`src/rtl/cpu_pkg.sv`:
```
// Shared constants and loader state encoding for the instruction-memory loader.
package cpu_pkg;

  localparam int unsigned INSTR_W        = 49;
  localparam int unsigned ADDR_W         = 8;
  localparam int unsigned BYTES_PER_WORD = (INSTR_W + 7) / 8;

  typedef enum logic [2:0] {
    LD_IDLE,
    LD_LEN_HI,
    LD_LEN_LO,
    LD_PAYLOAD,
    LD_CHECK,
    LD_DONE,
    LD_ERROR
  } ld_state_e;

endpackage

```
`src/rtl/program_loader_if.sv`:
```
// Byte stream in, instruction-memory write port and CPU status out.
interface program_loader_if #(
  parameter int unsigned INSTR_W = cpu_pkg::INSTR_W,
  parameter int unsigned ADDR_W  = cpu_pkg::ADDR_W
);

  logic               start;
  logic [7:0]         s_data;
  logic               s_valid;
  logic               s_ready;
  logic               imem_we;
  logic [ADDR_W-1:0]  imem_addr;
  logic [INSTR_W-1:0] imem_wdata;
  logic               cpu_hold;
  logic               done;
  logic               error;

  modport master (
    output start, s_data, s_valid,
    input  s_ready, imem_we, imem_addr, imem_wdata, cpu_hold, done, error
  );

  modport slave (
    input  start, s_data, s_valid,
    output s_ready, imem_we, imem_addr, imem_wdata, cpu_hold, done, error
  );

endinterface

```
`src/rtl/word_assembler.sv`:
```
// Packs big-endian bytes into one instruction word; strobes on the last byte of each word.
module word_assembler #(
  parameter int unsigned BYTES  = 7,
  parameter int unsigned WORD_W = 49
) (
  input  logic              i_clk,
  input  logic              i_rst_n,
  input  logic              i_clear,
  input  logic              i_valid,
  input  logic [7:0]        i_data,
  output logic [WORD_W-1:0] o_word,
  output logic              o_word_done
);

  localparam int unsigned CntW = $clog2(BYTES);

  // Only the bits that survive into the word are kept; the leading pad bits fall off the top.
  logic [WORD_W-9:0] r_shift;
  logic [CntW-1:0]   r_cnt;
  logic              w_last;

  assign w_last      = (r_cnt == CntW'(BYTES - 1));
  assign o_word      = {r_shift, i_data};
  assign o_word_done = i_valid && w_last;

  always_ff @(posedge i_clk or negedge i_rst_n) begin
    if (!i_rst_n) begin
      r_shift <= '0;
      r_cnt   <= '0;
    end else if (i_clear) begin
      r_shift <= '0;
      r_cnt   <= '0;
    end else if (i_valid) begin
      r_shift <= o_word[WORD_W-9:0];
      r_cnt   <= w_last ? '0 : r_cnt + 1'b1;
    end
  end

endmodule

```
`src/rtl/program_loader.sv`:
```
// Loads a length-prefixed, XOR-checksummed program image into instruction memory and
// keeps the CPU in reset until the whole image has been written and verified.
module program_loader #(
  parameter int unsigned INSTR_W = cpu_pkg::INSTR_W,
  parameter int unsigned ADDR_W  = cpu_pkg::ADDR_W
) (
  input  logic             i_clk,
  input  logic             i_rst_n,
  program_loader_if.slave  io_ld
);

  import cpu_pkg::*;

  localparam int unsigned BytesPerWord = (INSTR_W + 7) / 8;
  localparam int unsigned CntW         = ADDR_W + 1;

  ld_state_e          r_state;
  logic [7:0]         r_len_hi;
  logic [7:0]         r_xor;
  logic [CntW-1:0]    r_len;
  logic [CntW-1:0]    r_word_cnt;
  logic [ADDR_W-1:0]  r_addr;
  logic [INSTR_W-1:0] r_wdata;
  logic               r_ready;
  logic               r_we;
  logic               r_hold;
  logic               r_done;
  logic               r_error;

  logic               w_xfer;
  logic               w_start;
  logic               w_pay_xfer;
  logic [15:0]        w_len;
  logic               w_oversize;
  logic [CntW-1:0]    w_word_cnt_inc;
  logic               w_word_done;
  logic [INSTR_W-1:0] w_word;

  assign w_xfer         = io_ld.s_valid && r_ready;
  assign w_start        = io_ld.start &&
                          (r_state == LD_IDLE || r_state == LD_DONE || r_state == LD_ERROR);
  assign w_pay_xfer     = w_xfer && (r_state == LD_PAYLOAD);
  assign w_len          = {r_len_hi, io_ld.s_data};
  // Exactly 2^ADDR_W words still fits; only strictly larger counts are rejected.
  assign w_oversize     = 32'(w_len) > (32'd1 << ADDR_W);
  assign w_word_cnt_inc = r_word_cnt + 1'b1;

  word_assembler #(
    .BYTES  (BytesPerWord),
    .WORD_W (INSTR_W)
  ) u_word_assembler (
    .i_clk       (i_clk),
    .i_rst_n     (i_rst_n),
    .i_clear     (w_start),
    .i_valid     (w_pay_xfer),
    .i_data      (io_ld.s_data),
    .o_word      (w_word),
    .o_word_done (w_word_done)
  );

  always_ff @(posedge i_clk or negedge i_rst_n) begin
    if (!i_rst_n) begin
      r_state    <= LD_IDLE;
      r_len_hi   <= '0;
      r_xor      <= '0;
      r_len      <= '0;
      r_word_cnt <= '0;
      r_addr     <= '0;
      r_wdata    <= '0;
      r_ready    <= 1'b0;
      r_we       <= 1'b0;
      r_hold     <= 1'b1;
      r_done     <= 1'b0;
      r_error    <= 1'b0;
    end else begin
      r_we <= 1'b0;
      if (r_we) begin
        r_addr <= r_addr + 1'b1;
      end
      if (w_start) begin
        r_state    <= LD_LEN_HI;
        r_ready    <= 1'b1;
        r_hold     <= 1'b1;
        r_done     <= 1'b0;
        r_error    <= 1'b0;
        r_xor      <= '0;
        r_word_cnt <= '0;
        r_addr     <= '0;
      end else begin
        case (r_state)
          LD_LEN_HI: begin
            if (w_xfer) begin
              r_len_hi <= io_ld.s_data;
              r_state  <= LD_LEN_LO;
            end
          end
          LD_LEN_LO: begin
            if (w_xfer) begin
              r_len <= w_len[CntW-1:0];
              if (w_oversize) begin
                r_state <= LD_ERROR;
                r_ready <= 1'b0;
                r_error <= 1'b1;
              end else if (w_len == 16'd0) begin
                r_state <= LD_CHECK;
              end else begin
                r_state <= LD_PAYLOAD;
              end
            end
          end
          LD_PAYLOAD: begin
            if (w_xfer) begin
              r_xor <= r_xor ^ io_ld.s_data;
              if (w_word_done) begin
                r_we       <= 1'b1;
                r_wdata    <= w_word;
                r_word_cnt <= w_word_cnt_inc;
                if (w_word_cnt_inc == r_len) begin
                  r_state <= LD_CHECK;
                end
              end
            end
          end
          LD_CHECK: begin
            if (w_xfer) begin
              r_ready <= 1'b0;
              if (io_ld.s_data == r_xor) begin
                r_state <= LD_DONE;
                r_done  <= 1'b1;
                r_hold  <= 1'b0;
              end else begin
                r_state <= LD_ERROR;
                r_error <= 1'b1;
              end
            end
          end
          default: ;
        endcase
      end
    end
  end

  assign io_ld.s_ready    = r_ready;
  assign io_ld.imem_we    = r_we;
  assign io_ld.imem_addr  = r_addr;
  assign io_ld.imem_wdata = r_wdata;
  assign io_ld.cpu_hold   = r_hold;
  assign io_ld.done       = r_done;
  assign io_ld.error      = r_error;

endmodule

```
`src/flat_wrapper.sv`:
```
// flat-port wrapper written by rule: the top's interface ports become plain ports
module program_loader_flat import cpu_pkg::*;
#(
  parameter int unsigned INSTR_W = cpu_pkg::INSTR_W,
  parameter int unsigned ADDR_W  = cpu_pkg::ADDR_W
)
  (i_clk, i_rst_n, io_ld_start, io_ld_s_data, io_ld_s_valid, io_ld_s_ready, io_ld_imem_we, io_ld_imem_addr, io_ld_imem_wdata, io_ld_cpu_hold, io_ld_done, io_ld_error);
  program_loader_if #(.INSTR_W(INSTR_W), .ADDR_W(ADDR_W)) io_ld_i ();
  input  logic i_clk;
  input  logic i_rst_n;
  input wire logic [$bits(io_ld_i.start)-1:0] io_ld_start;
  input wire logic [$bits(io_ld_i.s_data)-1:0] io_ld_s_data;
  input wire logic [$bits(io_ld_i.s_valid)-1:0] io_ld_s_valid;
  output wire logic [$bits(io_ld_i.s_ready)-1:0] io_ld_s_ready;
  output wire logic [$bits(io_ld_i.imem_we)-1:0] io_ld_imem_we;
  output wire logic [$bits(io_ld_i.imem_addr)-1:0] io_ld_imem_addr;
  output wire logic [$bits(io_ld_i.imem_wdata)-1:0] io_ld_imem_wdata;
  output wire logic [$bits(io_ld_i.cpu_hold)-1:0] io_ld_cpu_hold;
  output wire logic [$bits(io_ld_i.done)-1:0] io_ld_done;
  output wire logic [$bits(io_ld_i.error)-1:0] io_ld_error;
  assign io_ld_i.start = io_ld_start;
  assign io_ld_i.s_data = io_ld_s_data;
  assign io_ld_i.s_valid = io_ld_s_valid;
  assign io_ld_s_ready = io_ld_i.s_ready;
  assign io_ld_imem_we = io_ld_i.imem_we;
  assign io_ld_imem_addr = io_ld_i.imem_addr;
  assign io_ld_imem_wdata = io_ld_i.imem_wdata;
  assign io_ld_cpu_hold = io_ld_i.cpu_hold;
  assign io_ld_done = io_ld_i.done;
  assign io_ld_error = io_ld_i.error;
  program_loader #(.INSTR_W(INSTR_W), .ADDR_W(ADDR_W)) u_core (.i_clk(i_clk), .i_rst_n(i_rst_n), .io_ld(io_ld_i));
endmodule
```
`config.mk`:
```
export PLATFORM = sky130hd
export DESIGN_NAME = program_loader_flat
export DESIGN_NICKNAME = d
export VERILOG_FILES = /design/src/rtl/cpu_pkg.sv /design/src/rtl/program_loader_if.sv /design/src/rtl/word_assembler.sv /design/src/rtl/program_loader.sv /design/src/flat_wrapper.sv
export SDC_FILE = /design/constraint.sdc
export NUM_CORES = 1
export LEC_CHECK = 0
export ABC_AREA = 1
export ABC_CLOCK_PERIOD_IN_PS = 2100
export CORE_ASPECT_RATIO = 0.8
export CORE_MARGIN = 2
export CORE_UTILIZATION = 56
export DETAILED_ROUTE_END_ITERATION = 7
export PLACE_DENSITY = 0.85
export SLEW_MARGIN = 15
export SYNTH_ARGS = -nofsm -noshare
export SYNTH_HDL_FRONTEND = slang
export SYNTH_SLANG_ARGS = --single-unit
```
`constraint.sdc`:
```
create_clock -name i_clk -period 2.1 [get_ports i_clk]
set_input_delay 0.315 -clock i_clk [delete_from_list [all_inputs] [get_ports i_clk]]
set_output_delay 0.315 -clock i_clk [all_outputs]
set_load 0.01 [all_outputs]
```
==> reports/metrics.cfg <==
[synth]
synth.ff_latch_count = 143
yosysUniqueCellTypes = 37
ys_dominant_reg_cell = dfrtp_1
synth_most_common_cell = nand2_1
ys_async_sr_fraction_pct = 100
synth.cells.most_frequent = 221 x nand2_1, 142 x dfrtp_1, 86 x inv_1
syn_area_um2 = 6160
synthCells = 683
ys_warn_count = 0
avgSynthCellArea_um2 = 9.02
synthTopCellsByArea = dfrtp_1 58%, nand2_1 13%, inv_1 5.2%, a22oi_1 4.6%, o21ai_0 3.2%
synth_nets = 697
synth_top_area_share_pct = 57.7
seq_area_frac_synth_pct = 58.1
synth_edf_count = 0
yosysTopAreaCell = dfrtp_1

[status]
status = finished, final reports clean

[clock_network]
clock_sinks = 143
cts_tree = done
clock-root-buffer = clkbuf_16
cts_max_level = 4
numCtsBuffers = 17
clk-insertion-delay-late_ns = 0.42
path_clk_slew_ns = 0.06
cts_setup_buffers = 0
cts_buffer_depth = 2

[floorplan]
chipHeight_um = 97.8
die_w_um = 121
ioPinCount = 74
coreArea_um2 = 10800
start_util_pct = 57.0
dieArea_um2 = 11900
rows = 34

[routing]
drt-vias-per-instance = 5.58
totalWireLength_um = 15200
firstDrtPassIters = 4
drc = 0
routed_wire_length_per_instance_um = 16.6
drt-initial-drc-count = 476
ant_nets = 0
vias = 5130

[critical_path]
cp_max_fo = 4
end_kind = flop
crit_arrival_ns = 2.24
critPathKind = reg2reg
critPathLaunchType = flop
cp_data_required_time_ns = 2.40

[global_routing]
grtUsageTotal_pct = 27.4
grt_pass1_wl_um = 25200
grt_overflow_total = 0
grt_start_max_net_pins = 50
antenna_found_initial = 0
grt_pass1_vias = 5062

[placement]
post-place-ws_ns = -0.0683
port_buffers = 73
hpwl_um = 9610
gp_congestion = 0.837
placed_cells = 886

[power_and_ir_drop]
fin_total_pwr_mw = 8.14
p_per_area_nw_per_um2 = 1060
leakagePower_nw = 4.06
ir_drop_v = 0.000694

[sta]
fin_skew_ns = 0.00806
grt_setup_unrepaired = no
slew_headroom_pct = 63.9
fmax_ghz = 0.515
slew_violations = 0
setup-tns-final_ns = 0
setup_ws_ns = 0.159
timing.final.crit_share_pct = 92.4
max_slew.worst_pin.slew_ns = 0.540
final-setup-viol-count = 0
period_needed_ns = 1.94
hold_viol = 0

[cells_and_area]
nNetsFinal = 776
seqCellArea_um2 = 3580
final_util_pct = 71.1
antennaDiodeCount = 0
syn2layout_area_growth_pct = 24.8
stdcell_count = 919
drive_gt1_share_pct = 8.52
fill_cells = 717
multi_input_area_um2 = 2070

[job]
maxCapViolCount = 0

[min_path]
min_path_type = in2async

==> layout make-up <==
type / count / area share [%]
inverter: 92 / 4.62
multi-input combinational: 423 / 27.0
sequential: 143 / 46.6
clock inverter: 12 / 2.36
clock buffer: 20 / 6.07
tap: 144 / 2.34
timing repair buffer: 85 / 11.1
==> routing by layer <==
metal	part of all wire (%)	vias to the layer above	routed length (um)	track usage, %
met5	0	-	0	0
met4	2.2	0	331	10.9
met3	6.2	31	940	5.72
met2	48	210	7370	41.6
met1	43	2541	6600	39.1
li1	-	2348	-	-
==> power breakdown <==
group          internal, mW  total [mW]  leakage [nW]  switching, mW
sequential             3.07        3.35          1.96          0.274
combinational         0.517        1.54          1.78           1.03
clock                  2.09        3.25         0.317           1.16
==> timing repair <==
action                     CTS  global route
hold endpoints to repair    38             0
hold buffers                 1             0
setup endpoints to repair    0             3
resized for setup            0             2
==> state kept, by name (all words and copies together), names as in the netlist, 3 cells and up <==
| register | flops |
|---|---|
| u_core.io_ld.imem_addr | 8 |
| u_core.io_ld.imem_wdata | 49 |
| u_core.r_len | 9 |
| u_core.r_len_hi | 8 |
| u_core.r_state | 3 |
| u_core.r_word_cnt | 9 |
| u_core.r_xor | 8 |
| u_core.u_word_assembler.r_cnt | 3 |
| u_core.u_word_assembler.r_shift | 41 |
==> placed cells by master (no fill, tap or decap), drive strengths merged, types with 12 or more instances in the layout <==
master,Yosys,routed
a21oi,19,19
a22oi,44,44
buf,21,12
clkbuf,4,20
clkdlybuf4s50,0,72
dfrtp,142,142
inv,91,93
nand2,224,224
nand3,20,20
nor2,31,31
o21ai,40,40
==> final timing paths <==
kind / from / cells after the start / to / slack [ns]
min in group i_clk: u_core.u_word_assembler.r_shift[39] / 2 / u_core.io_ld.imem_wdata[47] / 0.48
max in group asynchronous: i_rst_n / 3 / u_core.io_ld.cpu_hold / 0.96
min reg2reg: u_core.u_word_assembler.r_shift[39] / 2 / u_core.io_ld.imem_wdata[47] / 0.48
max reg2reg: u_core.r_word_cnt[0] / 13 / u_core.r_state[2] / 0.16
min: i_rst_n / 2 / u_core.io_ld.imem_wdata[34] / 0.38
max: u_core.r_word_cnt[0] / 13 / u_core.r_state[2] / 0.16
==> metrics by stage <==
| step | hold slack [ns] | instance area (um^2) |
|---|---|---|
| floorplan | 0.0194 | 6160 |
| detailed placement | 0.258 | 7020 |
| global route | 0.432 | 7690 |
| CTS | 0.405 | 7680 |
| global placement | 0.256 | 7020 |
| finish | 0.383 | 7690 |
==> worst max-delay path, cell delays in order (launching register included) <==
cell and delay [ns]:
dfrtp_1 0.42, ha_1 0.26, nand2_1 0.17, nand2_1 0.10, nand2_1 0.06, nand3_1 0.10, nor2_1 0.15, nand3_1 0.09
nor2_1 0.10, nand2_1 0.08, nand2_2 0.09, nand2_1 0.09, nand2_1 0.07, nand2_1 0.05
==> cells by family (layout without fill, tap and decap cells) <==
logic type / Yosys count / count (layout) / share of synthesized area (%)
AO/OA/AOI/OAI: 111 / 111 / 11.6
XOR/XNOR: 9 / 9 / 1.28
adder cells (fa/ha/maj): 2 / 2 / 0.406
buffers and inverters: 117 / 209 / 8.43
flip-flops: 143 / 143 / 58.1
multiplexers: 1 / 1 / 0.162
AND/OR/NAND/NOR: 300 / 300 / 20.0
No activity file was read; power rests on OpenSTA's default activity.
